## config.mk

```make
export PLATFORM = sky130hd
export DESIGN_NAME = traffic_cmd_deser
export DESIGN_NICKNAME = d
export VERILOG_FILES = /design/src/rtl/traffic_cmd_deser.sv
export SDC_FILE = /design/constraint.sdc
export NUM_CORES = 1
export LEC_CHECK = 0
export BUFFER_PORTS_ARGS = -buffer_cell sky130_fd_sc_hd__buf_4
export CORE_ASPECT_RATIO = 1.75
export CORE_MARGIN = 1.5
export CORE_UTILIZATION = 25
export CTS_CLUSTER_SIZE = 40
export DETAILED_ROUTE_END_ITERATION = 6
export PLACE_DENSITY_LB_ADDON = 0.1
export SLEW_MARGIN = 20
export SYNTH_ARGS = -nofsm -noshare
export SYNTH_HDL_FRONTEND = slang
export SYNTH_SLANG_ARGS = --single-unit
export TNS_END_PERCENT = 100
```

## constraint.sdc

```tcl
create_clock -name clk_i -period 2 [get_ports clk_i]
set_input_delay 0.4 -clock clk_i [delete_from_list [all_inputs] [get_ports clk_i]]
set_output_delay 0.4 -clock clk_i [all_outputs]
set_load 0.02 [all_outputs]
```

## src/rtl/traffic_cmd_deser.sv

```systemverilog
// Three-byte command frame deserialiser for the traffic_lights command input.
// Validates header sync/type, enforces an inter-byte idle timeout, counts errors.
module traffic_cmd_deser #(
  parameter logic [4:0]  SYNC        = 5'b10101,
  parameter int unsigned TIMEOUT_CLK = 2000
) (
  input  logic        clk_i,
  input  logic        srst_n_i,
  input  logic [7:0]  byte_data_i,
  input  logic        byte_valid_i,
  output logic        byte_ready_o,
  output logic [2:0]  cmd_type_o,
  output logic [15:0] cmd_data_o,
  output logic        cmd_valid_o,
  output logic        frame_err_o,
  output logic [7:0]  err_cnt_o
);

  localparam int unsigned IW = (TIMEOUT_CLK > 2) ? $clog2(TIMEOUT_CLK) : 1;
  localparam logic [IW-1:0] IDLE_MAX = IW'(TIMEOUT_CLK - 1);

  localparam logic [1:0] ST_HDR  = 2'd0;
  localparam logic [1:0] ST_DHI  = 2'd1;
  localparam logic [1:0] ST_DLO  = 2'd2;
  localparam logic [1:0] ST_EMIT = 2'd3;

  logic [1:0]    state_q, state_d;
  logic [2:0]    type_q, type_d;
  logic [7:0]    dhi_q, dhi_d;
  logic [IW-1:0] idle_q, idle_d;
  logic          ready_q, ready_d;
  logic          cmd_valid_q, cmd_valid_d;
  logic          frame_err_q, frame_err_d;
  logic [2:0]    cmd_type_q, cmd_type_d;
  logic [15:0]   cmd_data_q, cmd_data_d;
  logic [7:0]    err_cnt_q, err_cnt_d;

  logic          accept;
  logic [2:0]    hdr_type;
  logic [15:0]   frame_data;

  assign accept     = byte_valid_i & ready_q;
  assign hdr_type   = byte_data_i[2:0];
  assign frame_data = {dhi_q, byte_data_i};

  always_comb begin
    state_d     = state_q;
    type_d      = type_q;
    dhi_d       = dhi_q;
    idle_d      = idle_q;
    cmd_type_d  = cmd_type_q;
    cmd_data_d  = cmd_data_q;
    cmd_valid_d = 1'b0;
    frame_err_d = 1'b0;

    case (state_q)
      ST_HDR: begin
        idle_d = '0;
        if (accept) begin
          if (byte_data_i[7:3] == SYNC && hdr_type < 3'd6) begin
            type_d  = hdr_type;
            state_d = ST_DHI;
          end else begin
            frame_err_d = 1'b1;
          end
        end
      end
      ST_DHI, ST_DLO: begin
        if (accept) begin
          idle_d = '0;
          if (state_q == ST_DHI) begin
            dhi_d   = byte_data_i;
            state_d = ST_DLO;
          end else begin
            // Outcome is decided on the last byte so both strobes land in the EMIT cycle.
            state_d = ST_EMIT;
            if (type_q >= 3'd3 && frame_data == 16'd0) begin
              frame_err_d = 1'b1;
            end else begin
              cmd_valid_d = 1'b1;
              cmd_type_d  = type_q;
              cmd_data_d  = (type_q < 3'd3) ? 16'd0 : frame_data;
            end
          end
        end else if (idle_q == IDLE_MAX) begin
          idle_d      = '0;
          state_d     = ST_HDR;
          frame_err_d = 1'b1;
        end else begin
          idle_d = idle_q + IW'(1);
        end
      end
      ST_EMIT: begin
        idle_d  = '0;
        state_d = ST_HDR;
      end
      default: begin
        idle_d  = '0;
        state_d = ST_HDR;
      end
    endcase

    ready_d   = (state_d != ST_EMIT);
    err_cnt_d = (frame_err_d && err_cnt_q != 8'hFF) ? err_cnt_q + 8'd1 : err_cnt_q;
  end

  always_ff @(posedge clk_i) begin
    if (!srst_n_i) begin
      state_q     <= ST_HDR;
      type_q      <= '0;
      dhi_q       <= '0;
      idle_q      <= '0;
      ready_q     <= 1'b0;
      cmd_valid_q <= 1'b0;
      frame_err_q <= 1'b0;
      cmd_type_q  <= '0;
      cmd_data_q  <= '0;
      err_cnt_q   <= '0;
    end else begin
      state_q     <= state_d;
      type_q      <= type_d;
      dhi_q       <= dhi_d;
      idle_q      <= idle_d;
      ready_q     <= ready_d;
      cmd_valid_q <= cmd_valid_d;
      frame_err_q <= frame_err_d;
      cmd_type_q  <= cmd_type_d;
      cmd_data_q  <= cmd_data_d;
      err_cnt_q   <= err_cnt_d;
    end
  end

  assign byte_ready_o = ready_q;
  assign cmd_valid_o  = cmd_valid_q;
  assign frame_err_o  = frame_err_q;
  assign cmd_type_o   = cmd_type_q;
  assign cmd_data_o   = cmd_data_q;
  assign err_cnt_o    = err_cnt_q;

endmodule

```

==> results of run 1 <==
## path summary, 6_finish.rpt
| check | endpoint | start | depth (start not counted) | slack (ns) |
|---|---|---|---|---|
| setup / recovery | err_cnt_o[5] | state_q[1] | 8 | 0.05 |
| setup reg to reg | err_cnt_o[5] | state_q[1] | 8 | 0.05 |
| hold / removal | byte_ready_o | srst_n_i | 2 | 0.36 |
| hold reg to reg | cmd_data_o[14] | cmd_data_o[14] | 1 | 0.48 |
## per-layer routing
metal | track usage, % | vias up
met5 | 0 | -
met4 | 6.84 | 0
met3 | 2.52 | 9
met2 | 25.3 | 41
met1 | 14.9 | 905
li1 | - | 989
## synthesized netlist by cell type (3+ instances only)
cell type | count | area share, %
nand3_1 | 7 | 1.6
or4_1 | 3 | 1.0
nor2_1 | 33 | 5.6
nor4_2 | 3 | 1.7
xnor2_1 | 7 | 2.8
and3_1 | 7 | 2.0
a211oi_1 | 3 | 1.0
dfxtp_1 | 54 | 49
nand4_1 | 5 | 1.4
a21oi_1 | 7 | 1.6
inv_1 | 6 | 1.0
clkbuf_1 | 5 | 0.85
ha_1 | 5 | 2.8
o21ai_0 | 5 | 1.1
mux2i_1 | 15 | 6.8
a22o_1 | 15 | 5.9
o31ai_1 | 3 | 1.0
and2_1 | 3 | 0.85
nand2_1 | 8 | 1.4
and4_1 | 3 | 1.2
## power by group
group / internal, uW / switching, uW
sequential: 1080 / 4.03
clock: 752 / 396
combinational: 65.4 / 68.0
## registers in the layout, indices dropped and copies added, names as in the netlist, 2 cells and up
register    cells
cmd_data_o     16
type_q          3
err_cnt_o       8
idle_q         11
dhi_q           8
cmd_type_o      3
state_q         2
## repair_timing
| item | CTS | global route |
|---|---|---|
| resized for setup | 4 | 12 |
| endpoints found under the setup margin | 5 | 22 |
| cloned | 0 | 1 |
| setup buffers | 1 | 1 |
| pin swaps | 9 | 2 |
## stage by stage
step | utilization (%) | area [sq um] | TNS (ns) | total power (uW)
4_1_cts | 37.0 | 3210 | 0 | 2390
3_3_place_gp | 34.6 | 3000 | -0.835 | 1240
6_report | 38.0 | 3300 | 0 | 2360
5_1_grt | 38.0 | 3300 | -0.0743 | 2460
3_5_place_dp | 34.6 | 3000 | -0.968 | 1230
2_1_floorplan | - | 2220 | 0 | 1150
## critical path, delay by kind of cell (launching register included)
| kind | cells | cell delay (ns) |
|---|---|---|
| flip-flops | 1 | 0.33 |
| buffers and inverters | 1 | 0.05 |
| AO/OA/AOI/OAI | 3 | 0.46 |
| AND/OR/NAND/NOR | 3 | 0.91 |
| adder cells (fa/ha/maj) | 1 | 0.15 |
## cell families after synthesis
family	count (synthesis)	synth area share, %
muxes	15	6.76
xor gates and xnor gates	9	3.55
AOI/OAI and AO/OA	47	15.8
buffers and inverters	15	2.99
DFF	54	48.7
adders and majority gates	5	2.82
and+or+nand+nor	79	19.4
## area by class of cell
cell class,count,area [sq um],share of cell area [%]
timing repair buffer,87,682,20.7
tap,117,146,4.44
sequential,54,1080,32.9
inverter,7,26.3,0.797
multi-input combinational,156,1160,35.2
clock inverter,2,60.1,1.82
clock buffer,6,139,4.21
==> metrics.csv, run 1 <==
stage;metric;value;unit
cts;Clock Latency Late Sink;0.29;ns
place;I/O Buffers;40;
sta;Final setup violation count;0;
place;pre-CTS setup slack;-0.223;ns
floorplan;initial core utilization;25.6;%
route;highest routed layer;met4;
floorplan;IO Count;41;
route;met3 wire len;197;um
route;routed vias;1944;
route;DRT Pass-1 Iters;4;
power;PD cells;717;nW/um^2
synth;post-synth cell types;43;
cts;TritonCTS clock tree;done;
cts;clock root buffer;clkbuf_16;
floorplan;Core ar.;8670;sq um
layout;Filler Cell Count;901;
power;Lkg Pwr;0.00142;uW
cts;Sink Count;54;
layout;most common cell after layout, fill and taps aside;buf_4;
floorplan;chip width;74.3;um
setup_path;Worst path slowest cell;or4_4;
route;Post-Route WL;6270;um
place;placed insts;419;
cts;clock transition at the registers of the reported paths;0.07;ns
setup_path;critical-path maximum fanout;5;
route;via/cell ratio;4.53;
layout;Final nets;327;
layout;most frequent cells in the layout;buf_4, dfxtp_1, nor2_1;
layout;Antenna Diode Count;0;
synth;Avg Inst Size Synth;9.91;sq um
cts;Longest Clk Path Bufs;2;
cts;H-tree Lvls;2;
sta;endpoints failing hold;0;
layout;Final Non-Filler Cells;429;
setup_path;startpoint class of the critical path;flip-flop;
sta;Setup WS post-layout;0.0473;ns
setup_path;chain of cells forming the critical path;inv_2, ha_4, and3b_2, and4_4, a31oi_4, o21ba_4, or4_4, a21oi_2;
sta;crit path time final;1.95;ns
route;Post-route DRC;0;
floorplan;row count;45;
global_routing;total gr overflow;0;
status;status;completed;
sta;Final Skew;0.00373;ns
setup_path;Setup Crit Path Kind;reg2reg;
worst_hold_path;Hold WC Path Type;in2reg;
synth;number of synthesized flops with an enable pin;0;
setup_path;WP data required;2.23;ns
route;wire length on met1;2400;um
global_routing;initial antenna violation count;0;
synth;top_reg_cell synth;dfxtp_1;
sta;relative slew slack;57.6;%
global_routing;global-route wire length before repair;9890;um
synth;YS warnings;0;
global_routing;number of global-route vias before repair;1967;
floorplan;Die Ht;128;um
route;antenna-violating nets left;0;
global_routing;Total GRT Usage;13.9;%
synth;async set-reset flop share out of synthesis;0;%
setup_path;endpoint type of the worst setup path;flip-flop;
place;routability cong.;0.764;
synth;post-synthesis instance area;2220;sq um
synth;register bit count reported by yosys;54;
sta;FMAX;0.512;GHz
synth;Mapped Cells;224;
setup_path;delay of the slowest cell on the worst path;0.42;ns
synth;Synth Net Count;240;
sta;final slew viol count;0;
setup_path;CP Data Arrival Time;2.19;ns
layout;post-synthesis to final-layout area growth;48.4;%
cts;Hold-fix buffers, CTS;0;
place;DP HPWL;4740;um
global_routing;largest net degree at the start of global routing;26;
route;met2 wire len;3490;um
sta;RSZ-0062 raised after global routing;yes;
power;VDD IR-drop max;0.269;mV
sta;Worst Tran Pin Value;0.631;ns
route;WL per Instance;14.6;um
layout;layout cells sized above 1;37.5;%
cts;Num CTS Buffers;5;
synth;sequential area share after synthesis;48.7;%
sta;final period utilization;97.6;%
floorplan;die area;9480;sq um
route;drt initial violations;55;
job;Max-Cap Viols;0;
sta;Hold WS;0.361;ns
(Power assumes the default switching activity.)
==> run 2: changes to the inputs <==
Settings changed: CORE_MARGIN 1.5 to default.
Clock period 2 ns to 2.45 ns, I/O delays scaled along.
==> run 2 against run 1 <==
Against the previous run: critical path type unchanged; non-clock buffer count fell by 43; largest power group is now registers; critical path depth did not move; global-route usage fell by 0.67 points; routed wire length fell by 10%; first-iteration DRC count rose by 18%; register-to-register slack improved by 0.21 ns.
==> metrics.csv, run 2 (synthesis gave the netlist of run 1 again) <==
stage;metric;value;unit;change
status;status;completed;;
floorplan;chip width;73.3;um;-1.3%
cts;TritonCTS clock tree;done;;
global_routing;initial antenna violation count;0;;unchanged
route;antenna-violating nets left;0;;unchanged
layout;layout cells sized above 1;21.6;%;-16 points
floorplan;initial core utilization;25.6;%;unchanged
power;Pwr Total;1750;uW;-26%
sta;endpoints failing hold;0;;unchanged
sta;crit path time final;2.20;ns;+0.245 ns
setup_path;startpoint class of the critical path;flip-flop;;
floorplan;Die Ht;127;um;-0.78%
route;Post-route DRC;0;;unchanged
floorplan;row count;45;;unchanged
route;Post-Route WL;5630;um;-10%
sta;FMAX;0.455;GHz;-11%
sta;setup TNS;0;ns;unchanged
global_routing;number of global-route vias before repair;1841;;-6.4%
sta;Final setup violation count;0;;unchanged
floorplan;IO Count;41;;unchanged
job;Max-Cap Viols;0;;unchanged
setup_path;critical-path maximum fanout;11;;+6
route;drt initial violations;65;;+18%
cts;Longest Clk Path Bufs;2;;unchanged
power;VDD IR-drop max;0.250;mV;-7.0%
layout;Antenna Diode Count;0;;unchanged
setup_path;WP data required;2.67;ns;+0.44 ns
sta;Final Skew;0.00521;ns;+0.00148 ns
place;DP HPWL;4260;um;-10%
setup_path;CP Data Arrival Time;2.42;ns;+0.23 ns
cts;Sink Count;54;;unchanged
layout;most frequent cells in the layout;dfxtp_1, buf_4, nor2_1;;
cts;post-CTS sizing;0;;-4
sta;Setup WS post-layout;0.252;ns;+0.205 ns
cts;Clock Latency Late Sink;0.29;ns;about the same
floorplan;Core ar.;8670;sq um;unchanged
place;pre-CTS setup slack;0.121;ns;+0.344 ns
sta;final period utilization;89.7;%;-7.9 points
route;DRT Pass-1 Iters;4;;unchanged
sta;Worst Tran Pin Value;0.629;ns;-0.00218 ns
layout;Final nets;283;;-13%
setup_path;endpoint type of the worst setup path;flip-flop;;
sta;RSZ-0062 raised after global routing;no;;
global_routing;grt met1 use;13.7;%;-1.3 points
route;routed vias;1788;;-8.0%
cts;H-tree Lvls;2;;unchanged
worst_hold_path;Hold WC Path Type;reg2reg;;
layout;most common cell after layout, fill and taps aside;dfxtp_1;;
layout;Largest register FFs;16;;unchanged
global_routing;total gr overflow;0;;unchanged
power;PD cells;620;nW/um^2;-14%
place;I/O Buffers;40;;unchanged
global_routing;largest net degree at the start of global routing;26;;unchanged
cts;Hold-fix buffers, CTS;0;;unchanged
setup_path;Setup Crit Path Kind;reg2reg;;
global_routing;Total GRT Usage;13.3;%;-0.67 points
floorplan;die area;9280;sq um;-2.1%
sta;final slew viol count;0;;unchanged
global_routing;Most Crowded Layer GR;met2;;
route;via/cell ratio;4.64;;+2.5%
cts;Num CTS Buffers;5;;unchanged
sta;relative slew slack;58.0;%;+0.43 points
power;Lkg Pwr;0.00116;uW;-18%
global_routing;met3 Use GR;2.54;%;+0.026 points
route;WL per Instance;14.6;um;about the same
cts;post-CTS setup buffer count;0;;-1
cts;clock transition at the registers of the reported paths;0.07;ns;about the same
sta;Hold WS;0.447;ns;+0.0861 ns
place;routability cong.;0.717;;-6.1%
layout;post-synthesis to final-layout area growth;27.1;%;
global_routing;global-route wire length before repair;9240;um;-6.6%
global_routing;routing usage on met2;24.5;%;-0.75 points
cts;clock root buffer;clkbuf_16;;
-- run 2: cell count changes in the layout (fill, tap and decap cells not counted), sizes merged --
| cell | previous run | this run |
|---|---|---|
| buf | 87 | 44 |
| o21ba | 2 | 1 |
| bufinv | 2 | 1 |
| clkbuf | 6 | 5 |
| clkinv | 1 | 3 |
-- run 2: layout make-up --
| type | instances | area [sq um] |
|---|---|---|
| Clock buffer | 5 | 125 |
| Fill cell | 954 | 5850 |
| Inverter | 7 | 26.3 |
| Sequential cell | 54 | 1080 |
| Multi-Input combinational cell | 155 | 1070 |
| Clock inverter | 3 | 40.0 |
| Tap cell | 117 | 146 |
| Timing Repair Buffer | 44 | 330 |
-- run 2: final timing paths --
check	from	end	slack [ns]	cells past startpoint
setup / recovery	state_q[1]	err_cnt_o[3]	0.25	8
hold / removal	idle_q[0]	idle_q[0]	0.45	1
setup reg to reg	state_q[1]	err_cnt_o[3]	0.25	8
hold reg to reg	idle_q[0]	idle_q[0]	0.45	1
-- run 2: through the flow --
step	cell area (sq um)	util, %	std cells
3_3_place_gp	2660	30.6	377
2_1_floorplan	2220	-	224
6_report	2820	32.6	385
5_1_grt	2820	32.6	385
3_5_place_dp	2660	30.6	377
4_1_cts	2820	32.6	385
-- run 2: power by group --
group / total (uW) / switching [uW] / internal, uW
combinational: 71.8 / 42.9 / 28.9
clock: 791 / 312 / 479
sequential: 886 / 5.24 / 881
total: 1750 / 361 / 1390
-- run 2: routing by layer --
metal / wire, um / up-vias
li1: - / 901
met1: 2200 / 845
met2: 3100 / 33
met3: 176 / 9
met4: 148 / 0
met5: 0 / -
-- run 2: worst max-delay path, stage by stage (launching register included) --
cell	delay [ns]
dfxtp_1	0.34
inv_1	0.07
ha_1	0.19
and3b_1	0.23
and4_1	0.22
a31oi_1	0.10
o21ba_1	0.31
or4_1	0.53
a21oi_1	0.15
==> run 3: changes to the inputs <==
Settings changed: CORE_ASPECT_RATIO 1.75 to 0.9, RECOVER_POWER from default to 50.
==> run 3 against run 2 <==
Against the previous run: routed wire length fell by 6.1%; total power fell by 14%; critical path type unchanged; clock power fell by 31%; largest power group unchanged.
==> metrics.csv, run 3 (synthesis gave the netlist of run 1 again) <==
stage;metric;value;unit;change
floorplan;Die Ht;91.4;um;-28%
sta;relative slew slack;56.9;%;-1.1 points
power;Flop pwr share;59.1;%;+8.4 points
global_routing;largest net degree at the start of global routing;26;;unchanged
cts;clock transition at the registers of the reported paths;0.11;ns;+0.04 ns
setup_path;CP Data Arrival Time;2.48;ns;+0.06 ns
sta;final slew viol count;0;;unchanged
layout;multi-input logic area;1070;sq um;-0.35%
global_routing;total gr overflow;0;;unchanged
setup_path;startpoint class of the critical path;flip-flop;;
setup_path;Setup Crit Path Kind;reg2reg;;
floorplan;Core ar.;8610;sq um;-0.72%
sta;setup TNS;0;ns;unchanged
layout;Design Area, Final;2650;sq um;-6.2%
setup_path;WP data required;2.69;ns;+0.02 ns
cts;post-CTS setup buffer count;0;;unchanged
layout;Largest register FFs;16;;unchanged
layout;Final nets;283;;unchanged
layout;most frequent cells in the layout;dfxtp_1, nor2_1, clkbuf_1;;
sta;Final setup violation count;0;;unchanged
sta;RSZ-0062 raised after global routing;no;;
worst_hold_path;Hold WC Path Type;in2reg;;
layout;Antenna Diode Count;0;;unchanged
power;Pwr Total;1500;uW;-14%
layout;FF/Latch Area;1080;sq um;unchanged
setup_path;endpoint type of the worst setup path;flip-flop;;
sta;FMAX;0.446;GHz;-1.9%
layout;Layout Utilization;30.8;%;-1.8 points
place;I/O Buffers;40;;unchanged
sta;Hold WS;0.425;ns;-0.0224 ns
cts;post-CTS sizing;0;;unchanged
job;Max-Cap Viols;0;;unchanged
global_routing;initial antenna violation count;0;;unchanged
sta;endpoints failing hold;0;;unchanged
place;Post-DP Area;2670;sq um;+0.56%
power;clock power share;36.2;%;-9.0 points
cts;Hold-fix buffers, CTS;0;;unchanged
cts;Sink Count;54;;unchanged
layout;Filler Cell Count;941;;-1.4%
route;DRT Pass-1 Iters;4;;unchanged
sta;final period utilization;91.5;%;+1.8 points
power;VDD IR-drop max;0.215;mV;-14%
cts;clock root buffer;clkbuf_8;;
layout;layout cells sized above 1;9.33;%;-12 points
global_routing;number of global-route vias before repair;1720;;-6.6%
route;WL per Instance;13.7;um;-6.6%
floorplan;die area;9260;sq um;-0.16%
floorplan;row count;32;;-29%
cts;Longest Clk Path Bufs;2;;unchanged
floorplan;IO Count;41;;unchanged
power;PD cells;566;nW/um^2;-8.6%
route;via/cell ratio;4.46;;-4.0%
floorplan;initial core utilization;25.8;%;+0.19 points
power;Internal;1140;uW;-18%
sta;Final Skew;0.0102;ns;+0.00500 ns
power;Lkg Pwr;0.00100;uW;-14%
power;Psw;357;uW;-0.93%
route;antenna-violating nets left;0;;unchanged
cts;TritonCTS clock tree;done;;
route;drt initial violations;41;;-37%
place;DP HPWL;3780;um;-11%
layout;post-synthesis to final-layout area growth;19.3;%;
place;routability cong.;0.798;;+11%
sta;crit path time final;2.24;ns;+0.0430 ns
floorplan;chip width;101;um;+38%
layout;most common cell after layout, fill and taps aside;dfxtp_1;;
route;Post-route DRC;0;;unchanged
power;sw frac;23.8;%;+3.2 points
cts;H-tree Lvls;2;;unchanged
global_routing;global-route wire length before repair;8770;um;-5.1%
global_routing;Total GRT Usage;12.3;%;-0.98 points
route;Post-Route WL;5280;um;-6.1%
status;status;completed;;
cts;Num CTS Buffers;5;;unchanged
setup_path;critical-path maximum fanout;11;;unchanged
sta;Worst Tran Pin Value;0.646;ns;+0.0166 ns
route;routed vias;1726;;-3.5%
power;Logic pwr share;4.7;%;+0.6 points
cts;Clock Latency Late Sink;0.31;ns;+0.02 ns
==> run 3: cell types whose count changed in the layout (fill, tap and decap cells not counted), moves of 2 or more <==
cell       previous run  this run
buf_4                44        11
clkbuf_1              0        32
clkbuf_8              0         6
clkbuf_16             5         0
clkinv_2              2         0
clkinv_4              0         2
==> run 3: final cells by class <==
| class | count | share of cell area, % |
|---|---|---|
| flip-flops and latches | 54 | 40.8 |
| well taps | 119 | 5.62 |
| repair buffers | 44 | 8.41 |
| inverters | 7 | 0.992 |
| multi-input cells | 155 | 40.4 |
| clock buffers | 6 | 3.12 |
| clock inverters | 2 | 0.661 |
==> run 3: power groups by stage <==
stage,Sequential [uW],Clock (uW),Combinational [uW]
floorplan,909,0,29.5
global placement,906,0,76.3
detailed placement,906,0,76.1
CTS,886,576,76.6
global route,887,609,79.0
finish,886,542,71.1
==> run 3: final timing paths <==
path | from | endpoint | slack (ns) | cells past startpoint
worst min register to register | idle_q[0] | idle_q[0] | 0.46 | 1
worst max-delay path | state_q[1] | err_cnt_o[5] | 0.21 | 8
worst max register to register | state_q[1] | err_cnt_o[5] | 0.21 | 8
worst min-delay path | byte_data_i[6] | cmd_data_o[6] | 0.42 | 2
==> run 3: worst max-delay path, cell delays in order (launching register included) <==
cell	delay, ns
dfxtp_1	0.36
inv_1	0.08
ha_1	0.19
and3b_1	0.24
and4_1	0.23
a31oi_1	0.10
o21ba_1	0.30
or4_1	0.54
a21oi_1	0.14
==> run 3: stage by stage <==
stage          worst slack (ns)  instances
2_1_floorplan             0.398        224
3_3_place_gp              0.180        379
3_5_place_dp              0.107        379
4_1_cts                   0.219        387
5_1_grt                  0.0443        387
6_report                  0.209        387
==> run 3: metal layers <==
metal / GRT usage (%) / wire [um] / up-vias
li1: - / - / 901
met1: 17.5 / 2860 / 784
met2: 17.7 / 2170 / 36
met3: 2.93 / 190 / 5
met4: 4.59 / 65 / 0
met5: 0 / 0 / -
